### config.mk
export PLATFORM = sky130hd
export DESIGN_NAME = regfile_scoreboard
export DESIGN_NICKNAME = d
export VERILOG_FILES = /design/src/rtl/regfile_scoreboard.sv
export SDC_FILE = /design/constraint.sdc
export NUM_CORES = 2
export LEC_CHECK = 0
export CORE_ASPECT_RATIO = 2
export CORE_MARGIN = 5
export CORE_UTILIZATION = 25
export DETAILED_ROUTE_END_ITERATION = 10
export PLACE_DENSITY = 0.38
export SYNTH_ARGS = -nofsm -noshare
export SYNTH_HDL_FRONTEND = slang
export SYNTH_SLANG_ARGS = --single-unit
### constraint.sdc
create_clock -name clk -period 65.8 [get_ports clk]
set_input_delay 6.58 -clock clk [delete_from_list [all_inputs] [get_ports clk]]
set_output_delay 6.58 -clock clk [all_outputs]
set_load 0.01 [all_outputs]
### src/rtl/regfile_scoreboard.sv
// Integer register file: NRD combinational read ports, one writeback port with optional
// write-to-read bypass, and a per-register busy scoreboard (issue sets, writeback clears).
module regfile_scoreboard #(
    parameter int  XLEN     = 32,
    parameter int  NREGS    = 32,
    parameter int  NRD      = 2,
    parameter int  BYPASS   = 1,
    parameter int  ZERO_REG = 1,
    localparam int AW       = $clog2(NREGS)
) (
    input  logic                clk,
    input  logic                reset,
    input  logic [NRD*AW-1:0]   rs_addr,
    output logic [NRD*XLEN-1:0] rs_data,
    output logic [NRD-1:0]      rs_busy,
    input  logic                issue_en,
    input  logic [AW-1:0]       issue_rd,
    input  logic                wb_en,
    input  logic [AW-1:0]       wb_addr,
    input  logic [XLEN-1:0]     wb_data,
    input  logic                flush,
    output logic [AW:0]         busy_cnt
);

    logic [XLEN-1:0]  regs_q [NREGS];
    logic [XLEN-1:0]  regs_d [NREGS];
    logic [NREGS-1:0] busy_q;
    logic [NREGS-1:0] busy_d;
    logic [AW:0]      busy_cnt_q;
    logic [AW:0]      busy_cnt_d;
    logic             wb_write_s;
    logic [NREGS-1:0] wb_clr_s;
    logic [NREGS-1:0] issue_set_s;
    logic [AW-1:0]    rd_addr_s;

    function automatic logic [AW:0] popcount(input logic [NREGS-1:0] vec);
        logic [AW:0] cnt;
        cnt = '0;
        for (int i = 0; i < NREGS; i++) begin
            cnt = cnt + {{AW{1'b0}}, vec[i]};
        end
        return cnt;
    endfunction

    function automatic logic is_zero_reg(input logic [AW-1:0] addr);
        return (ZERO_REG != 0) && (addr == '0);
    endfunction

    // Next register contents and busy vector; flush beats issue, issue beats wb-clear.
    always_comb begin
        wb_write_s  = wb_en && !is_zero_reg(wb_addr);
        wb_clr_s    = wb_en ? ({{(NREGS-1){1'b0}}, 1'b1} << wb_addr) : '0;
        issue_set_s = (issue_en && !is_zero_reg(issue_rd))
                      ? ({{(NREGS-1){1'b0}}, 1'b1} << issue_rd) : '0;
        for (int i = 0; i < NREGS; i++) begin
            regs_d[i] = (wb_write_s && (wb_addr == AW'(i))) ? wb_data : regs_q[i];
        end
        busy_d     = flush ? '0 : ((busy_q & ~wb_clr_s) | issue_set_s);
        busy_cnt_d = popcount(busy_d);
    end

    // State registers; reset clears everything immediately.
    always_ff @(posedge clk or posedge reset) begin
        if (reset) begin
            for (int i = 0; i < NREGS; i++) begin
                regs_q[i] <= '0;
            end
            busy_q     <= '0;
            busy_cnt_q <= '0;
        end else begin
            for (int i = 0; i < NREGS; i++) begin
                regs_q[i] <= regs_d[i];
            end
            busy_q     <= busy_d;
            busy_cnt_q <= busy_cnt_d;
        end
    end

    // Combinational read ports; a writeback in flight during reset is not forwarded.
    always_comb begin
        rs_data   = '0;
        rs_busy   = '0;
        rd_addr_s = '0;
        for (int i = 0; i < NRD; i++) begin
            rd_addr_s = rs_addr[i*AW +: AW];
            if (is_zero_reg(rd_addr_s)) begin
                rs_data[i*XLEN +: XLEN] = '0;
                rs_busy[i]              = 1'b0;
            end else if ((BYPASS != 0) && wb_en && !reset && (wb_addr == rd_addr_s)) begin
                rs_data[i*XLEN +: XLEN] = wb_data;
                rs_busy[i]              = 1'b0;
            end else begin
                rs_data[i*XLEN +: XLEN] = regs_q[rd_addr_s];
                rs_busy[i]              = busy_q[rd_addr_s];
            end
        end
    end

    assign busy_cnt = busy_cnt_q;

endmodule

## Word level (Yosys, flattened, before mapping)

Cells that the tools add are included.

| operators by class | value |
|---|---|
| add/sub/neg operators | 31 |
| $lt $le $gt $ge | 4 |
| equality and inequality tests | 33 |
| shifts and indexed selects | 2 |
| muxes and demuxes | 21 |
| bitwise operators | 5 |
| reductions and logical operators | 44 |

Operators by type and width:

| kind | count |
|---|---|
| two-way mux 32 bit | 11 |
| binary-select mux 32 bit (select 5 bit) | 2 |
| adder 6 x 1 -> 6 bit | 26 |
| == test 5 bit (second input constant) | 16 |
| << shifter 1 x 5 -> 32 bit (first input constant) | 2 |
| == test 5 x 4 -> 1 bit (second input constant) | 8 |
| logical AND 1 bit | 37 |
| bitwise AND 32 bit | 1 |
| inverter 32 bit | 1 |
| bitwise OR 32 bit | 1 |
| == test 5 x 3 -> 1 bit (second input constant) | 4 |
| logical NOT 5 bit | 4 |
| greater-or-equal comparator 6 bit (second input constant) | 2 |
| less-than comparator 5 x 6 -> 1 bit (second input constant) | 2 |
| inverter 5 -> 6 bit | 2 |
| binary-select mux 1 bit (select 5 bit) | 2 |
| == test 5 x 2 -> 1 bit (second input constant) | 2 |
| == test 5 bit | 2 |
| adder 5 x 1 -> 6 bit | 1 |
| two-way mux 1 bit | 6 |
| adder 4 x 1 -> 5 bit | 1 |
| == test 5 x 1 -> 1 bit (second input constant) | 1 |
| adder 3 x 1 -> 4 bit | 1 |
| adder 2 x 1 -> 3 bit | 1 |
| 2 further kinds | 4 |

| word-level totals | value |
|---|---|
| register bits | 1,062 |
| output and inout bits | 72 |
| logic and storage cells | 174 |

## Depth between registers and ports, before layout

| logic depth | value |
|---|---|
| depth in word-level cells | 37 |
| depth in mapped cells | 24 |
| gate-level depth less buffers | 22 |

## Worst setup path after synthesis

OpenSTA, ideal clock, no wires.

| timing | value |
|---|---|
| kind | input-to-output |
| from | input port rs_addr[5] |
| to | output port rs_data[37] |
| data arrival time | 8.278 ns |
| data required time | 59.220 ns |
| path slack | 50.942 ns |
| cell stages on the path | 7 |
| cell sequence | buf_4 -> buf_6 -> buf_6 -> buf_2 -> mux4_2 -> a221oi_1 -> o31ai_1 |

| on the way | value |
|---|---|
| longest elaborated chain between the ends | 6 |

RTL lines:

| item | RTL line | RTL |
|---|---|---|
| from (decl) | 13 | `input logic [NRD*AW-1:0] rs_addr,` |
| inverter 5 -> 6 bit (implied by the code) | 93 | `rs_data[i*XLEN +: XLEN] = regs_q[rd_addr_s];` |
| binary-select mux 32 bit (select 5 bit) | 93 |  |
| two-way mux 32 bit (implied by the code) (2 in series) | 93 |  |
| two-way mux 32 bit | 89 | `end else if ((BYPASS != 0) && wb_en && !reset && (wb_addr == rd_addr_s)) begin` |
| two-way mux 32 bit * | 86 | `if (is_zero_reg(rd_addr_s)) begin` |
| to (decl) | 14 | `output logic [NRD*XLEN-1:0] rs_data,` |

Every way passes the cells marked *; elsewhere a longest branch is shown, timed or not. The select of a mux whose other input is x is not followed.

## Final worst setup path

| timing | value |
|---|---|
| from | input port rs_addr[0] |
| to | output port rs_data[3] |

The elaborated chain is that of the path after synthesis.

==> results.md <==
- Static timing analysis puts the maximum clock frequency at 54.6 MHz.
- Across all hold checks on the routed design, the worst slack comes to 0.399 ns.
- The worst pin sits at a relative slew slack of 0.105.
- The final worst slack is 47.48 ns.
- The proportion of layout cells with a drive suffix above 1 is 0.462.
- The worst hold path class is flip-flop to flip-flop.
- The latest clock arrival within the worst-skew pair is 0.74 ns.
- In this run, distinct cell masters in the synthesized netlist total 69.
- Of the post-synthesis cell area, the dominant cell type holds 0.453.
- In this run the static leakage power is 28.2 nW.
- At the worst endpoint, the required time is 59.22 ns.
- The post-CTS clock slew at the launch and capture registers of the worst setup and hold paths is 0.06 ns.
- TritonCTS built the clock tree.
- For this design the ratio of total power to cell area is 29.8 mW/mm2.
- The analysis attributes to net switching a power of 0.575 mW.
- After floorplanning, the core was sized to cover 0.234 mm2.
- Of all flip-flops after synthesis, the portion carrying an async set or reset was 1.00.
- The count of endpoints failing hold in the final timing report is 0.
- The number of max-slew violations in the final report is 0.
- Dividing the detail-routed via count by the number of cells gives 5.32.
- During synthesis, Yosys emitted a total of 0 warnings.
- In the post-synthesis netlist, the biggest area contributors are sky130_fd_sc_hd__dfrtp_1, sky130_fd_sc_hd__mux2_2, sky130_fd_sc_hd__mux4_2.
- The run finished with clean final reports.
- Counting every net in the synthesized netlist gives 4162.
- The buffer cell driving the clock tree root is sky130_fd_sc_hd__clkbuf_16.
- After the first detailed-routing iteration, the DRC count stood at 2603.
- The number of placed I/O pins is 129.
- The family of cells with the greatest summed delay on the critical path is simple AND/OR/NAND/NOR gates.
- The initial cell density of the core is 0.251.
- The leading area contributor after synthesis is sky130_fd_sc_hd__dfrtp_1.
- The pre-antenna-repair detailed-routing pass consisted of 6 iterations.
- Cell internal power was estimated by the tool at 1.42 mW.
- The area of the die is 0.245 mm2.
- The first global-routing pass estimated 351000 um of wire.
- The summed instance area of the synthesized netlist is 0.0586 mm2.
- The number of nets in the layout is 4096.
- The clock drives 1062 sinks.
- In this run, synthesis inferred 0 flip-flops with an integrated enable.
- The combined area of the multi-input logic cells is 0.0299 mm2.
- The proportion of power drawn by combinational gates is 0.212.
- The clock network fraction of total power is 0.354.
- In this run the vertical extent of the chip is 695 um.
- The layout overhead on the synthesized area is 14.1%.
- The pin count of the biggest net entering global routing is 166.
- Max-cap violations in this run came to 0.
- Ranked by instance count, the synthesized netlist is headed by sky130_fd_sc_hd__dfrtp_1, sky130_fd_sc_hd__mux2_2, sky130_fd_sc_hd__mux4_2.
- The number of global-route vias before repair is 41400.
- The relative contribution of sequential cells to total power is 0.435.
- Post-CTS timing repair inserted 0 buffers for setup.
- The most instantiated flip-flop cell in the synthesis netlist is sky130_fd_sc_hd__dfrtp_1.
- Setup repair after global routing left no endpoint under its margin.
- IR analysis of the VDD net gives a maximum drop of 0.0234 mV.
- Among the stages of the critical path, the cell type that occurs most often is sky130_fd_sc_hd__nand2_1.
- The total number of placement rows is 251.
- The final sum of negative setup slack is 0 ns.
- The number of antenna violations at the first check in global routing is 12.
- No sink is reached through more buffers than the 3 on the longest clock path.
- The final period utilization is 0.278.
- The H-tree was split into 3 levels.
- The detailed router placed 38000 vias in this run.
- Across the whole layout, storage elements account for 0.0266 mm2.
- The minimum clock period is 18.32 ns.
- The HPWL after detailed placement is 153000 um.
- The slew of the pin with the lowest slew margin is 1.34 ns.
- Counting the buffers created by CTS gives 114.
- After detailed routing, the average wire length per cell comes to 35.2 um.
- The worst slack after detailed placement is 47.23 ns.
- The worst setup path is launched from an input port.
- The overall track demand over capacity in global routing is 0.202.
- The floorplan step set the die width to 352 um.
- The post-CTS resize count is 0.
- The critical path goes through buf_8 > buf_4 > xnor2_1 > and4_1 > nand2_1 > nand2_1 > o31ai_1 > clkdlybuf4s50_1.
- The final setup skew is 0.0273 ns.
- Each instance of the synthesized netlist takes up on average 14.4 um2.
- The layout filler cell count is 23800.
- On the worst path, the slowest cell contributes a delay of 1.20 ns.
- The type of the setup path with the least slack is input port to output pin.
- The antenna violation net count after detailed routing is 0.
- STA classifies the critical path endpoint as an output pin.
- The fraction of the yosys area taken by sequential cells is 0.453.
- The number of buffer and inverter instances along the worst setup path is 3.
- Setup violations remaining at the end of the flow were counted as 0.
- The synthesized design contains 1062 register bits.
- The worst-path cell with the longest stage delay is sky130_fd_sc_hd__o31ai_1.
- The routability congestion estimate from global placement is 0.772.
- Data on the critical path arrives at its endpoint at 11.74 ns.
- The switching power share of the total is 0.289.
- The total wire length after detailed routing is 251000 um.
- Summed over all layers, the global routing overflow is 0.
- The quantity of hold-fixing buffers added after cts is 0.
- The synthesized instance count is 4074.
- Power comes to 1.99 mW.
- The count of buffers added on input and output ports is 128.
- The largest fanout of any net on the critical path is 55.
- By instance count, the leading cell after synthesis is sky130_fd_sc_hd__dfrtp_1.
- In the routed design, unresolved DRC markers number 0.
-- layer usage --
layer | global-route usage | routed length (um) | vias up
li1 | - | - | 15400
met1 | 0.247 | 101000 | 21300
met2 | 0.372 | 132000 | 944
met3 | 0.0220 | 9180 | 312
met4 | 0.0647 | 8970 | 4
met5 | 0 | 22 | -
-- power by group through the flow --
stage	logic, mW	clock network, mW	registers [mW]
after global placement	0.425	0	0.872
after CTS	0.431	0.726	0.864
after detailed placement	0.430	0	0.876
final	0.422	0.704	0.865
after floorplan	0.307	0	0.843
after global routing	0.453	0.745	0.880
-- metrics by stage --
stage / utilization / cell area [um2] / std cells
3_5_place_dp: 0.269 / 62900 / 6928
2_1_floorplan: - / 58600 / 4074
5_1_grt: 0.286 / 66800 / 7135
6_report: 0.286 / 66900 / 7140
3_3_place_gp: 0.269 / 62800 / 6926
4_1_cts: 0.286 / 66800 / 7134
-- cell families after synthesis --
group / share of synthesized area
compound gates: 0.0516
flops: 0.453
fa+ha+maj: 0.00969
buf+inv: 0.0422
simple gates: 0.0256
xor+xnor: 0.00194
mux: 0.416
-- sequential cells by signal, summed over array words and instances, names as in the netlist --
signal / flops
busy_cnt: 6
busy_q: 32
regs_q: 1024
-- cells in the final DEF (no fill, tap or decap), types with 14 or more instances in the layout --
master	synthesis	routed
sky130_fd_sc_hd__mux2i_1	231	231
sky130_fd_sc_hd__inv_1	41	40
sky130_fd_sc_hd__nand2_1	130	118
sky130_fd_sc_hd__clkdlybuf4s50_1	0	112
sky130_fd_sc_hd__mux2_1	45	45
sky130_fd_sc_hd__clkbuf_16	0	119
sky130_fd_sc_hd__nor2b_1	36	31
sky130_fd_sc_hd__nand2b_1	20	18
sky130_fd_sc_hd__o21ai_0	38	38
sky130_fd_sc_hd__fa_1	24	24
sky130_fd_sc_hd__o221ai_1	24	24
sky130_fd_sc_hd__o22ai_1	46	46
sky130_fd_sc_hd__clkbuf_8	0	35
sky130_fd_sc_hd__clkinv_2	0	19
sky130_fd_sc_hd__a21o_1	25	25
sky130_fd_sc_hd__buf_4	36	138
sky130_fd_sc_hd__mux4_2	435	435
sky130_fd_sc_hd__nor2_1	63	50
sky130_fd_sc_hd__a211oi_1	36	36
sky130_fd_sc_hd__o31ai_1	29	25
sky130_fd_sc_hd__a221oi_1	59	59
sky130_fd_sc_hd__a2111oi_0	15	15
sky130_fd_sc_hd__clkbuf_1	221	17
sky130_fd_sc_hd__a21oi_1	50	50
sky130_fd_sc_hd__a22oi_1	14	14
sky130_fd_sc_hd__mux2_2	1043	1043
sky130_fd_sc_hd__dfrtp_1	1062	1062
-- final cells by class --
type	count	area share
Antenna cell	6	0.000225
Clock buffer	171	0.0527
Clock inverter	35	0.00662
Inverter	44	0.00262
Multi-Input combinational cell	2514	0.447
Sequential cell	1062	0.397
Tap cell	3036	0.0568
Timing Repair Buffer	272	0.0368
-- path summary, 6_finish.rpt --
check	start	to	slack (ns)	cells after the start
min	regs_q[1015]	regs_q[1015]	0.40	0
max reg2reg	busy_q[23]	busy_cnt[4]	60.57	18
max in group asynchronous	reset	regs_q[349]	56.35	5
min in group asynchronous	reset	busy_q[24]	6.44	2
max	rs_addr[0]	rs_data[3]	47.48	8
min reg2reg	regs_q[1015]	regs_q[1015]	0.40	0
No activity file was read; power rests on OpenSTA's default activity.
